==> config.mk <==
export PLATFORM = sky130hd
export DESIGN_NAME = tmds_lane_stage
export DESIGN_NICKNAME = d
export VERILOG_FILES = /design/src/rtl/tmds_lane_stage.sv
export SDC_FILE = /design/constraint.sdc
export NUM_CORES = 1
export LEC_CHECK = 0
export CORE_MARGIN = 2
export CORE_UTILIZATION = 43
export CTS_BUF_LIST = sky130_fd_sc_hd__clkbuf_4 sky130_fd_sc_hd__clkbuf_8 sky130_fd_sc_hd__clkbuf_16
export CTS_CLUSTER_SIZE = 20
export DETAILED_ROUTE_END_ITERATION = 16
export PLACE_DENSITY_LB_ADDON = 0.08
export SYNTH_ARGS = -nofsm -noshare
export SYNTH_HDL_FRONTEND = slang
export SYNTH_SLANG_ARGS = --single-unit
==> constraint.sdc <==
create_clock -name clock -period 2.51 [get_ports clock]
set_input_delay 0.3765 -clock clock [delete_from_list [all_inputs] [get_ports clock]]
set_output_delay 0.3765 -clock clock [all_outputs]
set_load 0.03 [all_outputs]
==> src/rtl/tmds_lane_stage.sv <==
// -----------------------------------------------------------------------------
// tmds_lane_stage
//
// TMDS output lane stage between the DVI encoder and the per-lane serializers.
// It runs the link start-up sequence and prepares the word sent to each lane:
//   HOLD  : serializers held in reset, all lanes driven with zero
//   TRAIN : clock lane carries CLOCK_PATTERN, data lanes carry IDLE_TOKEN
//   RUN   : encoder words pass through; a missing word (in_valid low) is
//           replaced by the training words and the sticky underflow flag is set
// In TRAIN and RUN every lane word is first rotated by that lane's bit-slip
// count and then optionally inverted. Lane 0 is the TMDS clock lane.
//
// Optional feature macro: TMDS_LANE_STAGE_SLIP_EN
//   defined   : per-lane slip counters and rotation are built
//   undefined : no slip registers, slip_req/slip_lane ignored, no rotation
//
// Ports
//   clock       in   stage (pixel) clock
//   reset_n     in   synchronous active-low reset, priority over all inputs
//   pll_locked  in   combined PLL lock; low forces HOLD
//   in_words    in   encoder words, lane k at [k*WORD_WIDTH +: WORD_WIDTH]
//   in_valid    in   in_words valid this cycle
//   slip_req    in   advance the slip count of slip_lane by one bit
//   slip_lane   in   lane index for slip_req (out-of-range values ignored)
//   invert      in   per-lane polarity inversion
//   out_words   out  words to serializers, same packing as in_words
//   ser_reset   out  active-high serializer reset
//   link_up     out  high while in RUN
//   underflow   out  sticky: in_valid was low at least once in RUN
// -----------------------------------------------------------------------------
module tmds_lane_stage #(
  parameter int NUM_LANES    = 4,
  parameter int WORD_WIDTH   = 10,
  parameter int HOLD_CYCLES  = 16,
  parameter int TRAIN_CYCLES = 1024,
  parameter logic [WORD_WIDTH-1:0] CLOCK_PATTERN = 10'b0000011111,
  parameter logic [WORD_WIDTH-1:0] IDLE_TOKEN    = 10'b1101010100
) (
  input  logic                            clock,
  input  logic                            reset_n,
  input  logic                            pll_locked,
  input  logic [NUM_LANES*WORD_WIDTH-1:0] in_words,
  input  logic                            in_valid,
  input  logic                            slip_req,
  input  logic [$clog2(NUM_LANES)-1:0]    slip_lane,
  input  logic [NUM_LANES-1:0]            invert,
  output logic [NUM_LANES*WORD_WIDTH-1:0] out_words,
  output logic                            ser_reset,
  output logic                            link_up,
  output logic                            underflow
);

  localparam int MAX_CYCLES = (HOLD_CYCLES > TRAIN_CYCLES) ? HOLD_CYCLES : TRAIN_CYCLES;
  localparam int CW         = $clog2(MAX_CYCLES + 1);
  localparam logic [CW-1:0] HOLD_LAST  = CW'(HOLD_CYCLES - 1);
  localparam logic [CW-1:0] TRAIN_LAST = CW'(TRAIN_CYCLES - 1);

  typedef enum logic [1:0] {
    ST_HOLD  = 2'd0,
    ST_TRAIN = 2'd1,
    ST_RUN   = 2'd2
  } state_t;

  state_t                          state_reg, state_next;
  logic [CW-1:0]                   count_reg, count_next;
  logic [NUM_LANES*WORD_WIDTH-1:0] words_reg, words_next;
  logic                            ser_reset_reg;
  logic                            link_up_reg;
  logic                            underflow_reg, underflow_next;

  // Live data is selected only when the stage will be in RUN after this edge;
  // otherwise the lane falls back to its training word.
  logic use_live;
  assign use_live = (state_next == ST_RUN) && in_valid;

  // ---------------------------------------------------------------------------
  // Sequencer: next state and counter
  // ---------------------------------------------------------------------------
  always_comb begin
    state_next     = state_reg;
    count_next     = count_reg;
    underflow_next = underflow_reg;

    if (!pll_locked) begin
      // Lock loss from any state restarts the whole sequence.
      state_next = ST_HOLD;
      count_next = '0;
    end else begin
      case (state_reg)
        ST_HOLD: begin
          if (count_reg == HOLD_LAST) begin
            state_next = ST_TRAIN;
            count_next = '0;
          end else begin
            count_next = count_reg + CW'(1);
          end
        end
        ST_TRAIN: begin
          if (count_reg == TRAIN_LAST) begin
            state_next = ST_RUN;
            count_next = '0;
          end else begin
            count_next = count_reg + CW'(1);
          end
        end
        ST_RUN: begin
          count_next = '0;
        end
        default: begin
          state_next = ST_HOLD;
          count_next = '0;
        end
      endcase
    end

    if ((state_next == ST_RUN) && !in_valid) begin
      underflow_next = 1'b1;
    end
  end

  // ---------------------------------------------------------------------------
  // Per-lane word selection, rotation and inversion
  // ---------------------------------------------------------------------------
  generate
    for (genvar gi = 0; gi < NUM_LANES; gi++) begin : lane_g
      logic [WORD_WIDTH-1:0] base_word;
      logic [WORD_WIDTH-1:0] sel_word;
      logic [WORD_WIDTH-1:0] rot_word;
      logic [WORD_WIDTH-1:0] proc_word;

      if (gi == 0) begin : clk_lane_g
        assign base_word = CLOCK_PATTERN;
      end else begin : data_lane_g
        assign base_word = IDLE_TOKEN;
      end

      assign sel_word = use_live ? in_words[gi*WORD_WIDTH +: WORD_WIDTH] : base_word;

`ifdef TMDS_LANE_STAGE_SLIP_EN
      localparam int SW = (WORD_WIDTH > 1) ? $clog2(WORD_WIDTH) : 1;
      localparam logic [SW-1:0] SLIP_LAST = SW'(WORD_WIDTH - 1);

      logic [SW-1:0] slip_reg;

      // Slip counts survive lock loss; only reset_n clears them.
      always_ff @(posedge clock) begin
        if (!reset_n) begin
          slip_reg <= '0;
        end else if (slip_req && (int'(slip_lane) == gi)) begin
          slip_reg <= (slip_reg == SLIP_LAST) ? '0 : slip_reg + SW'(1);
        end
      end

      // out[i] = w[(i + s) mod WORD_WIDTH]
      always_comb begin
        rot_word = '0;
        for (int i = 0; i < WORD_WIDTH; i++) begin
          rot_word[i] = sel_word[(i + int'(slip_reg)) % WORD_WIDTH];
        end
      end
`else
      assign rot_word = sel_word;
`endif

      assign proc_word = invert[gi] ? ~rot_word : rot_word;

      // HOLD drives zeros without post-processing.
      assign words_next[gi*WORD_WIDTH +: WORD_WIDTH] =
        (state_next == ST_HOLD) ? '0 : proc_word;
    end
  endgenerate

`ifndef TMDS_LANE_STAGE_SLIP_EN
  // Slip inputs have no function in this build.
  logic slip_unused;
  assign slip_unused = slip_req ^ (^slip_lane);
`endif

  // ---------------------------------------------------------------------------
  // State and output registers (outputs registered together with the state)
  // ---------------------------------------------------------------------------
  always_ff @(posedge clock) begin
    if (!reset_n) begin
      state_reg     <= ST_HOLD;
      count_reg     <= '0;
      words_reg     <= '0;
      ser_reset_reg <= 1'b1;
      link_up_reg   <= 1'b0;
      underflow_reg <= 1'b0;
    end else begin
      state_reg     <= state_next;
      count_reg     <= count_next;
      words_reg     <= words_next;
      ser_reset_reg <= (state_next == ST_HOLD);
      link_up_reg   <= (state_next == ST_RUN);
      underflow_reg <= underflow_next;
    end
  end

  assign out_words = words_reg;
  assign ser_reset = ser_reset_reg;
  assign link_up   = link_up_reg;
  assign underflow = underflow_reg;

endmodule

# == After elaboration in Yosys (flattened, before gate mapping) ==
# Cells that the tools add are included.
# totals
register_bits,56
# classes
n_addsub,1
n_mux,15
n_reduce_logical,7
n_bitwise,5
eq_ne,5
# ops
operator,count
2-to-1 mux 10 bit,8
NOT 10 bit,4
2-to-1 mux 11 bit,2
case mux 11 bit (2 select lines),1
"adder 11 x 1 -> 11 bit, second input constant",1
"== test 11 x 10 -> 1 bit, second input constant",1
"== test 11 x 4 -> 1 bit, second input constant",1
2-to-1 mux 2 bit,3
case mux 2 bit (3 select lines),1
"== test 2 bit, second input constant",2
logical NOT 2 bit,2
"== test 2 x 1 -> 1 bit, second input constant",1
logical AND 1 bit,2
AND reduction 2 bit,1
OR reduction 2 bit,1
logical NOT 1 bit,1
NOT 1 bit,1

# == Logic depth before layout (Yosys ltp) ==
# depth
depth_word,9
mapped_depth,7
mapped_depth_nobuf,5

# == Worst setup path before layout ==
# Ideal clock, no wire load.
# synth_path
path_kind,register to register
from,register count_reg[5]
to,"register words_reg[10], in the netlist out_words[10]"
stages_incl_launch_ff,5
synth_period_minus_slack_ns,1.905
setup_slack_ns,0.605
required_time_ns,2.435
arrival_time_ns,1.829
cell_sequence,dfxtp_1 -> or4_4 -> o31ai_4 -> nand4b_2 -> mux2i_1
# synth_via
elab_chain_len,9
# synth_rtl
item,line_no,rtl
start: declaration,65,"logic [CW-1:0] count_reg, count_next;"
start signal: assignment,192,count_reg <= count_next;
== test 11 x 10 -> 1 bit / == test 11 x 4 -> 1 bit (equally long branches),"99, 91",
2-to-1 mux 2 bit (on tied branches),"99, 91",
case mux 2 bit (3 select lines) (*),89,case (state_reg)
2-to-1 mux 2 bit (*),84,if (!pll_locked) begin
== test 2 bit,74,assign use_live = (state_next == ST_RUN) && in_valid;
logical AND 1 bit,74,
2-to-1 mux 10 bit,137,assign sel_word = use_live ? in_words[gi*WORD_WIDTH +: WORD_WIDTH] : base_word;
NOT 10 bit,165,assign proc_word = invert[gi] ? ~rot_word : rot_word;
2-to-1 mux 10 bit,165,
end signal: assignment,193,words_reg <= words_next;
end: declaration,66,"logic [NUM_LANES*WORD_WIDTH-1:0] words_reg, words_next;"
# Mark *: on every way between the ends. The rest lies on a longest branch, timed or not.
# A chain may end at the register's enable or synchronous reset.

# == Worst setup path after layout ==
# layout_path
from,register count_reg[5]
to,"register words_reg[1], in the netlist out_words[1]"
# The elaborated chain is that of the path after synthesis.

==> key figures <==
Power and ir drop
  – Power density relative to cell area: 439 nW/um^2
  – Total leakage power: 1.11 nW
  – Peak supply drop: 0.336 mV

Synth
  – Post-synthesis cell count: 244
  – Post-Syn Nets: 296
  – Sequential cell area fraction in the yosys report: 46.4%
  – Cell area after synthesis: 2420 um^2
  – Syn avg cell area: 9.90 um^2
  – Leading post-synthesis cells by cell area: sky130_fd_sc_hd__dfxtp_1 46%, sky130_fd_sc_hd__mux2i_1 17%, sky130_fd_sc_hd__a211oi_1 6.2%, sky130_fd_sc_hd__a21oi_1 5.0%, sky130_fd_sc_hd__nand2_1 3.7%
  – Library cells used by synthesis: 33
  – Post-synthesis cell type with the largest combined area: sky130_fd_sc_hd__dfxtp_1
  – Proportion of netlist area held by the largest area contributor: 46.4%
  – Synthesis-stage register bit count: 56
  – Total number of yosys warnings: 0

Clock tree
  – Clock latency at the later pin of the worst-skew pair: 0.30 ns
  – Maximum buffer depth of the clock tree: 2
  – Clock buffer count from CTS: 5
  – CTS sink count: 56
  – Cts repair resizes: 0
  – Number of post-CTS setup repair buffers: 0
  – Count of hold buffers inserted by post-cts repair: 0
  – Clock root buffer: sky130_fd_sc_hd__clkbuf_8
  – H-tree depth: 2
  – Clock tree from TritonCTS: yes
  – Clock slew seen by the registers of the worst setup and hold paths: 0.09 ns

GRT
  – Total congestion overflow: 0
  – Wire length of the first global-routing pass: 9470 um
  – Maximum number of pins on one net before global-route repair: 44
  – Number of global-route vias before repair: 1,928
  – Initial antenna violation count: 0
  – Total routing resource utilization after global routing: 18.9%

Drt
  – Met3 layer wire length in the routed design: 363 um
  – First-pass iteration count of the detailed router: 4
  – Post-detailed-route count of antenna-violating nets: 0
  – DRC viols: 0
  – Detail-routed via count per cell: 5.24
  – Detailed router's first-iteration violation count: 86
  – Post-Route WL: 5790 um
  – Top routing layer used: met4
  – Routed met2 length: 2660 um
  – Vias post-DR: 2,095
  – DR WL/cell: 14.5 um
  – Met1 layer wirelength in the final routing: 2720 um

Timing
  – Clock tree skew after final layout: 0.00863 ns
  – Setup-failing EPs final: 0
  – Total negative setup slack: 0 ns
  – Clock period minus final worst setup slack: 2.22 ns
  – Final Hold Slack: 0.459 ns
  – Setup repair after global routing missed its margin: false
  – Fin crit share: 88.5%
  – Final worst-path setup slack: 0.289 ns
  – Worst slew slack as a fraction of its limit: 39.6%
  – FMAX: 450 MHz
  – Slew @ Worst Pin: 0.906 ns
  – Fin. max-slew vios: 0
  – Final Hold Fails: 0

Final layout
  – Layout area overhead: 43.6%
  – Nets: 380
  – Inserted Diodes: 0
  – Fillers: 492
  – Layout Utilization: 63.4%
  – Number of flip-flops under the largest register name: 40
  – Fraction of final layout cells with drive strength greater than 1: 7.32%

Floorplanning
  – I/O pin total: 94
  – Row count: 27
  – Core area: 5470 um^2
  – Area of the die: 6230 um^2
  – Die X-Extent: 79.0 um
  – Starting density of the core: 44.1%
  – Die outline height: 79.0 um

Placement
  – Detailed-placement wirelength estimate: 3940 um
  – Port Buf Inserts: 90
  – RePlAce Congestion: 0.783
  – Post-place setup slack: 0.281 ns

Setup path
  – Worst Path Max Fanout: 10
  – Crit path capture type: register
  – Critical Path Start Type: register
  – Start-to-end type of the worst setup path: register to register
  – Data required, critical path: 2.73 ns
  – Crit path arrival time: 2.44 ns

Run status
  – Result of the run: finished clean

Worst hold path
  – Type of the worst min-delay path: register to register

Flow run
  – Max-cap check violation count: 0
==> final cells by class <==
class                           count  area [um^2]  share of cell area [%]
Multi-Input combinational cell    169         1220                    35.3
Sequential cell                    56         1120                    32.3
Timing Repair Buffer               94          931                    26.8
Clock buffer                        7         96.3                    2.78
Tap cell                           72         90.1                    2.60
Inverter                            2         7.51                   0.216
==> Yosys cell counts <==
cell type                  count
sky130_fd_sc_hd__and4_2        1
sky130_fd_sc_hd__and2_1        2
sky130_fd_sc_hd__nand3_1       6
sky130_fd_sc_hd__or2_2         1
sky130_fd_sc_hd__xnor2_1       2
sky130_fd_sc_hd__nand2b_1      3
sky130_fd_sc_hd__xor2_1        5
sky130_fd_sc_hd__clkbuf_1     15
sky130_fd_sc_hd__nor4_1        1
sky130_fd_sc_hd__and3b_1       1
sky130_fd_sc_hd__nand4_1       4
sky130_fd_sc_hd__o41ai_1       1
sky130_fd_sc_hd__nand4_2       4
sky130_fd_sc_hd__nand2_1      24
sky130_fd_sc_hd__buf_2         1
sky130_fd_sc_hd__nor3_1        2
sky130_fd_sc_hd__nand4b_2      4
sky130_fd_sc_hd__clkbuf_2      1
sky130_fd_sc_hd__o21ai_0       2
sky130_fd_sc_hd__inv_1         2
sky130_fd_sc_hd__and3_1        1
sky130_fd_sc_hd__and4_1        1
sky130_fd_sc_hd__o21a_1        1
sky130_fd_sc_hd__or3_1         1
sky130_fd_sc_hd__or4_4         1
sky130_fd_sc_hd__ha_1          1
sky130_fd_sc_hd__nor4bb_1      1
sky130_fd_sc_hd__nor2_1       13
sky130_fd_sc_hd__a21oi_1      24
sky130_fd_sc_hd__o31ai_4       1
sky130_fd_sc_hd__mux2i_1      41
sky130_fd_sc_hd__dfxtp_1      56
sky130_fd_sc_hd__a211oi_1     20
==> critical path, stage by stage (launching register included) <==
cell and delay (ns):
sky130_fd_sc_hd__dfxtp_1 0.36, sky130_fd_sc_hd__or4_4 0.58, sky130_fd_sc_hd__o31ai_4 0.57, sky130_fd_sc_hd__nand4_2 0.36, sky130_fd_sc_hd__mux2i_1 0.27
==> through the flow <==
| step | instances | total power [W] | area (um^2) |
|---|---|---|---|
| after global routing | 400 | 0.00158 | 3470 |
| final | 400 | 0.00152 | 3470 |
| after detailed placement | 393 | 0.00102 | 3370 |
| after global placement | 393 | 0.00102 | 3370 |
| after CTS | 400 | 0.00154 | 3470 |
| after floorplan | 244 | 0.000938 | 2420 |
==> worst paths after layout <==
kind	start	end	slack [ns]	cells past startpoint
worst max-delay path	count_reg[5]$_SDFF_PN0_	out_words[1]$_SDFF_PP0_	0.29	4
worst min-delay path	count_reg[0]$_SDFF_PN0_	count_reg[0]$_SDFF_PN0_	0.46	1
worst max register to register	count_reg[5]$_SDFF_PN0_	out_words[1]$_SDFF_PP0_	0.29	4
worst min register to register	count_reg[0]$_SDFF_PN0_	count_reg[0]$_SDFF_PN0_	0.46	1
==> routing by layer <==
layer,global-route usage (%),vias to the layer above
li1,-,1043
met1,26.1,979
met2,30.0,68
met3,3.98,5
met4,5.17,0
met5,0,-
==> cell usage in the layout (no fill, tap or decap) <==
cell / instances
sky130_fd_sc_hd__nand3_1: 6
sky130_fd_sc_hd__o21a_1: 1
sky130_fd_sc_hd__xor2_1: 5
sky130_fd_sc_hd__or3_1: 1
sky130_fd_sc_hd__nand2b_2: 1
sky130_fd_sc_hd__inv_1: 2
sky130_fd_sc_hd__clkbuf_8: 7
sky130_fd_sc_hd__nand2_1: 24
sky130_fd_sc_hd__and3b_1: 1
sky130_fd_sc_hd__and4_1: 1
sky130_fd_sc_hd__nor3_1: 2
sky130_fd_sc_hd__xnor2_1: 2
sky130_fd_sc_hd__nor4bb_1: 1
sky130_fd_sc_hd__buf_4: 4
sky130_fd_sc_hd__a21oi_1: 24
sky130_fd_sc_hd__or4_4: 1
sky130_fd_sc_hd__and2_1: 2
sky130_fd_sc_hd__o41ai_1: 1
sky130_fd_sc_hd__nor4_1: 1
sky130_fd_sc_hd__a211oi_1: 20
sky130_fd_sc_hd__and4_2: 1
sky130_fd_sc_hd__nor2_1: 13
sky130_fd_sc_hd__mux2i_1: 41
sky130_fd_sc_hd__ha_1: 1
sky130_fd_sc_hd__nand4_2: 4
sky130_fd_sc_hd__nand2b_1: 2
sky130_fd_sc_hd__nand4b_2: 4
sky130_fd_sc_hd__nand4_1: 4
sky130_fd_sc_hd__and3_1: 1
sky130_fd_sc_hd__o21ai_0: 2
sky130_fd_sc_hd__clkdlybuf4s50_1: 90
sky130_fd_sc_hd__dfxtp_1: 56
sky130_fd_sc_hd__o31ai_4: 1
sky130_fd_sc_hd__or2_2: 1
==> power by group <==
| group | total [W] | internal, W | leakage, nW | switching [W] |
|---|---|---|---|---|
| registers | 0.000890 | 0.000889 | 0.451 | 0.00000126 |
| clock network | 0.000523 | 0.000247 | 0.0503 | 0.000276 |
| logic | 0.000111 | 0.0000745 | 0.610 | 0.0000360 |
==> cells by family after synthesis <==
logic type | count (synthesis) | share of synthesized area (%)
AND/OR/NAND/NOR | 71 | 17.3
buffers and inverters | 19 | 3.05
XOR/XNOR | 7 | 2.54
flip-flops | 56 | 46.4
multiplexers | 41 | 17.0
AO/OA/AOI/OAI | 49 | 13.2
adder cells (fa/ha/maj) | 1 | 0.518
No activity file was read; power rests on OpenSTA's default activity.
